## src/rtl/seg7_time_display.sv

```systemverilog
`default_nettype none
// ============================================================================
// Module  : seg7_time_display
// Brief   : Four-digit multiplexed 7-segment driver for a clock display.
//           Shows HH.MM or MM.SS, blinks the field being edited, and inserts
//           an all-dark interval at the start of every digit slot to stop
//           ghosting between neighbouring digits.
// Revision: 1.0 - initial release
// ============================================================================
module seg7_time_display #(
  parameter int SCAN_DIV  = 100_000,
  parameter int BLANK_CYC = 1_000,
  parameter int BLINK_DIV = 50_000_000
) (
  input  logic       clk,
  input  logic       rst_n,
  input  logic [3:0] s1,
  input  logic [3:0] s2,
  input  logic [3:0] m1,
  input  logic [3:0] m2,
  input  logic [3:0] h1,
  input  logic [3:0] h2,
  input  logic       pos,
  input  logic       edit_en,
  input  logic       page,
  output logic [3:0] an,
  output logic [6:0] seg,
  output logic       dp
);

  localparam int c_SCAN_W  = (SCAN_DIV  > 1) ? $clog2(SCAN_DIV)  : 1;
  localparam int c_BLINK_W = (BLINK_DIV > 1) ? $clog2(BLINK_DIV) : 1;

  localparam logic [c_SCAN_W-1:0]  c_SCAN_LAST  = c_SCAN_W'(SCAN_DIV - 1);
  localparam logic [c_BLINK_W-1:0] c_BLINK_LAST = c_BLINK_W'(BLINK_DIV - 1);
  // One extra bit so the comparison stays meaningful if BLANK_CYC is near 2^W.
  localparam logic [c_SCAN_W:0]    c_BLANK      = (c_SCAN_W + 1)'(BLANK_CYC);

  logic [c_SCAN_W-1:0]  r_scan_cnt;
  logic [c_BLINK_W-1:0] r_blink_cnt;
  logic [1:0]           r_digit_idx;
  logic                 r_blink_phase;

  logic [3:0] w_digit;
  logic [6:0] w_seg_dec;
  logic       w_in_blank;
  logic       w_sel_field;
  logic       w_slot_dark;
  logic [3:0] w_an_next;
  logic       w_dp_next;

  // Slot timer and digit index: index advances once per full slot.
  always_ff @(posedge clk or negedge rst_n) begin
    if (!rst_n) begin
      r_scan_cnt  <= '0;
      r_digit_idx <= 2'd0;
    end else if (r_scan_cnt == c_SCAN_LAST) begin
      r_scan_cnt  <= '0;
      r_digit_idx <= r_digit_idx + 2'd1;
    end else begin
      r_scan_cnt  <= r_scan_cnt + 1'b1;
    end
  end

  // Blink timer: phase flips every BLINK_DIV cycles.
  always_ff @(posedge clk or negedge rst_n) begin
    if (!rst_n) begin
      r_blink_cnt   <= '0;
      r_blink_phase <= 1'b0;
    end else if (r_blink_cnt == c_BLINK_LAST) begin
      r_blink_cnt   <= '0;
      r_blink_phase <= ~r_blink_phase;
    end else begin
      r_blink_cnt   <= r_blink_cnt + 1'b1;
    end
  end

  // Pick the BCD digit for the current slot according to the page.
  always_comb begin
    w_digit = 4'd0;
    case (r_digit_idx)
      2'd3:    w_digit = page ? m2 : h2;
      2'd2:    w_digit = page ? m1 : h1;
      2'd1:    w_digit = page ? s2 : m2;
      default: w_digit = page ? s1 : m1;
    endcase
  end

  // BCD to active-low {g,f,e,d,c,b,a}; non-BCD codes show a dash.
  always_comb begin
    w_seg_dec = 7'h3F;
    case (w_digit)
      4'd0:    w_seg_dec = 7'h40;
      4'd1:    w_seg_dec = 7'h79;
      4'd2:    w_seg_dec = 7'h24;
      4'd3:    w_seg_dec = 7'h30;
      4'd4:    w_seg_dec = 7'h19;
      4'd5:    w_seg_dec = 7'h12;
      4'd6:    w_seg_dec = 7'h02;
      4'd7:    w_seg_dec = 7'h78;
      4'd8:    w_seg_dec = 7'h00;
      4'd9:    w_seg_dec = 7'h10;
      default: w_seg_dec = 7'h3F;
    endcase
  end

  // Anode/dp selection: anti-ghost interval, edit blinking, colon-like dp.
  always_comb begin
    w_in_blank  = ({1'b0, r_scan_cnt} < c_BLANK);
    // Hours live in the upper pair on page 0 only; minutes are the lower
    // pair on page 0 and the upper pair on page 1.
    if (pos) begin
      w_sel_field = ~page & r_digit_idx[1];
    end else begin
      w_sel_field = page ? r_digit_idx[1] : ~r_digit_idx[1];
    end
    w_slot_dark = w_in_blank | (edit_en & r_blink_phase & w_sel_field);
    w_an_next   = w_slot_dark ? 4'b1111 : ~(4'b0001 << r_digit_idx);
    w_dp_next   = ~((r_digit_idx == 2'd2) & ~r_blink_phase & ~w_slot_dark);
  end

  // Registered display outputs, one cycle behind the counters.
  always_ff @(posedge clk or negedge rst_n) begin
    if (!rst_n) begin
      an  <= 4'b1111;
      seg <= 7'b1111111;
      dp  <= 1'b1;
    end else begin
      an  <= w_an_next;
      seg <= w_seg_dec;
      dp  <= w_dp_next;
    end
  end

endmodule
`default_nettype wire

```

## config.mk

```make
export PLATFORM = sky130hd
export DESIGN_NAME = seg7_time_display
export DESIGN_NICKNAME = d
export VERILOG_FILES = /design/src/rtl/seg7_time_display.sv
export SDC_FILE = /design/constraint.sdc
export NUM_CORES = 1
export LEC_CHECK = 0
export BUFFER_PORTS_ARGS = -buffer_cell sky130_fd_sc_hd__buf_2
export CORE_ASPECT_RATIO = 1.25
export CORE_UTILIZATION = 45
export DETAILED_ROUTE_END_ITERATION = 16
export SLEW_MARGIN = 20
export SYNTH_ARGS = -nofsm -noshare
export SYNTH_HDL_FRONTEND = slang
export SYNTH_SLANG_ARGS = --single-unit
```

## constraint.sdc

```tcl
create_clock -name clk -period 3.05 [get_ports clk]
set_input_delay 0.61 -clock clk [delete_from_list [all_inputs] [get_ports clk]]
set_output_delay 0.61 -clock clk [all_outputs]
set_load 0.02 [all_outputs]
```

==> impl_metrics.csv <==
group,metric,value,unit
run_status,outcome,"finished, final reports clean",
cts,clkSlewWorstSetupHoldPaths,70,ps
logic_synthesis,yosysTopAreaCell,"dfrtp_1",
global_routing,grt_pass1_wl,10.3,mm
critical_path,crit_required,3310,ps
final_layout,nets,369,
floorplan,dieWidth,76.5,microns
cts,cts_tree,"done",
timing,timing.hold.ws,168,ps
global_routing,grt_overflow,0,
logic_synthesis,synth-seq-cells,58,
placement,numPortBuffers,40,
global_routing,grt_use_total,0.183,
critical_path,end_kind,"flip-flop",
timing,finalClockSkew,9.62,ps
critical_path,reg2reg_slack,690,ps
final_layout,fillers,611,
routing,vias,2226,
global_routing,grt_pass1_vias,2288,
critical_path,cpPeakStageDelay,430,ps
floorplan,core,6650,sq um
critical_path,arrival,2620,ps
global_routing,grt_max_degree,24,
flow_run,maxCapViolations,0,
logic_synthesis,synth_cell_types,54,
critical_path,slowest_stage,"a22oi_1",
routing,detail_route.iter0.violations,104,
cts,cts_resized,0,
cts,htree_levels,3,
cts,cts_num_sinks,58,
global_routing,antenna_found_initial,0,
logic_synthesis,yosysMostFrequentCell,"dfrtp_1",
pwr,peakVddDrop,0.000253,V
critical_path,crit_type,"flip-flop to flip-flop",
logic_synthesis,yosys_warnings,0,
critical_path,path_max_fanout,9,
timing,min_period_over_period,0.775,
logic_synthesis,ys.flop_type,"dfrtp_1",
timing,hold_violations,0,
logic_synthesis,ys_seq_area_frac,0.470,
critical_path,r2r_end,"seg[3]",
routing,first_pass_iters,4,
floorplan,die_area,7270,sq um
final_layout,multi_input_area,1560,sq um
timing,fin_crit,2360,ps
placement,hpwl,4.25,mm
floorplan,ios,41,
logic_synthesis,syn-num-nets,324,
pwr,power.leakage,1.62,nW
pwr,power.density,427,nW/um^2
final_layout,drive_above_1_share,0.269,
logic_synthesis,synthTopCellsByCount,"46 x dfrtp_1, 26 x nor2_1, 25 x nand2_1",
critical_path,reg2reg_depth,8,
final_layout,n_antenna_cell,0,
logic_synthesis,synthCells,284,
floorplan,die_h,95.1,microns
critical_path,start_kind,"flip-flop",
timing,rsz0062_at_grt,"false",
routing,viasPerCell,5.29,
critical_path,r2r_start,"r_digit_idx[0]",
routing,wl_per_cell,13.8,microns
logic_synthesis,avgSynthCellArea,11.0,sq um
timing,fmax,423,MHz
cts,numCtsBuffers,9,
cts,post_cts_buffers,0,
final_layout,register_area,1470,sq um
critical_path,path_cells,"inv_1, ha_1, a221o_1, o21ai_0, a22oi_1, inv_1, ha_1, o211ai_1",
timing,drv_slew,0,
hold_path,min-delay-path-class,"primary input to asynchronous set/reset pin",
logic_synthesis,synth_top_cells_by_area,"dfrtp_1 37%, dfstp_2 10%, xnor2_1 6.5%",
placement,gp_congestion,0.784,
timing,worst_slew_pin_slew,487,ps
routing,routed_wl,5.80,mm
timing,setup_viol,0,
final_layout,area_growth,13.6,%
cts,root_buffer,"clkbuf_8",
logic_synthesis,synth_edf_count,0,
timing,slew_headroom,0.675,
floorplan,rows,33,
logic_synthesis,yosysTopAreaCellShare,0.369,
logic_synthesis,synth_area,3120,sq um
timing,finalSetupTns,0,ps
cts,clock_latency,340,ps
floorplan,start_util,0.469,
cts,cts_max_path_buffers,2,
routing,drc_errors,0,
cts,cts-hold-fix-buffers,0,
logic_synthesis,synthArstFlopShare,1.00,
routing,final_antenna_net_count,0,
power by group:
part / internal (W) / switching (W) / leakage [nW] / total (W)
clock: 0.000313 / 0.000293 / 0.0872 / 0.000606
sequential: 0.000789 / 0.00000204 / 0.740 / 0.000791
combinational: 0.0000446 / 0.0000719 / 0.790 / 0.000116
worst max-delay path by stage:
stage | from | end | slack (ps) | cells past startpoint
after floorplan | page | dp | 860 | 8
after global placement | page | dp | 710 | 7
after detailed placement | page | dp | 660 | 7
after CTS | r_digit_idx[0] | seg[3] | 660 | 8
after global routing | r_digit_idx[0] | seg[3] | 500 | 8
final | r_digit_idx[0] | seg[3] | 690 | 8
metal layers:
layer	wire [microns]	track usage	vias to the layer above
met5	0	0	-
met4	145	0.107	0
met3	96	0.0297	13
met2	3050	0.326	20
met1	2510	0.210	1093
li1	-	-	1100
cells in the final DEF, fill, tap and decap left out, types with 3 or more instances in the layout:
cell	Yosys	routed
a21oi_1	9	9
a22oi_1	3	3
and3_1	3	3
and4_1	5	5
buf_2	1	40
buf_4	3	3
clkbuf_1	0	3
clkbuf_8	0	10
clkinv_2	0	3
dfrtp_1	46	46
dfstp_2	12	12
ha_1	11	11
inv_1	6	6
mux2_2	3	3
mux2i_1	8	8
nand2_1	25	25
nand3_1	14	14
nand4_1	7	7
nand4b_1	3	3
nor2_1	26	26
nor2b_1	5	5
nor3_1	5	5
nor4_4	3	3
o21ai_0	5	5
xnor2_1	23	23
xor2_1	12	12
final cells by class:
type                    count  area share
flip-flops and latches     58       0.414
clock buffers              13      0.0420
clock inverters             3     0.00424
inverters                   7     0.00741
well taps                  87      0.0307
multi-input cells         210       0.439
repair buffers             43      0.0628
critical path, delay by kind of cell, from the launching register on:
family	cells	cell delay, ps
buffers and inverters	2	270
flip-flops	1	400
adder cells (fa/ha/maj)	2	710
AO/OA/AOI/OAI	4	900
kinds of logic (layout without fill, tap and decap cells):
kind of cell | Yosys count | after routing | share of synthesized area
multiplexers | 11 | 11 | 0.0365
flip-flops | 58 | 58 | 0.470
adder cells (fa/ha/maj) | 11 | 11 | 0.0441
XOR/XNOR | 35 | 35 | 0.0983
AO/OA/AOI/OAI | 36 | 36 | 0.0903
AND/OR/NAND/NOR | 117 | 117 | 0.230
buffers and inverters | 16 | 66 | 0.0309
through the flow:
step | total power, W | std cells | cell area, sq um | setup WS, ps | utilization
global route | 0.00158 | 421 | 3540 | 497 | 0.533
CTS | 0.00154 | 421 | 3540 | 657 | 0.533
finish | 0.00151 | 421 | 3540 | 687 | 0.533
global placement | 0.000922 | 405 | 3380 | 712 | 0.509
detailed placement | 0.000923 | 405 | 3380 | 659 | 0.509
floorplan | 0.000869 | 284 | 3120 | 855 | -
sequential cells by signal, summed over array words and instances, names as in the netlist:
register,flops
an,4
seg,7
r_blink_phase,1
r_blink_cnt,26
dp,1
r_digit_idx,2
r_scan_cnt,17
No activity file was read; power rests on OpenSTA's default activity.
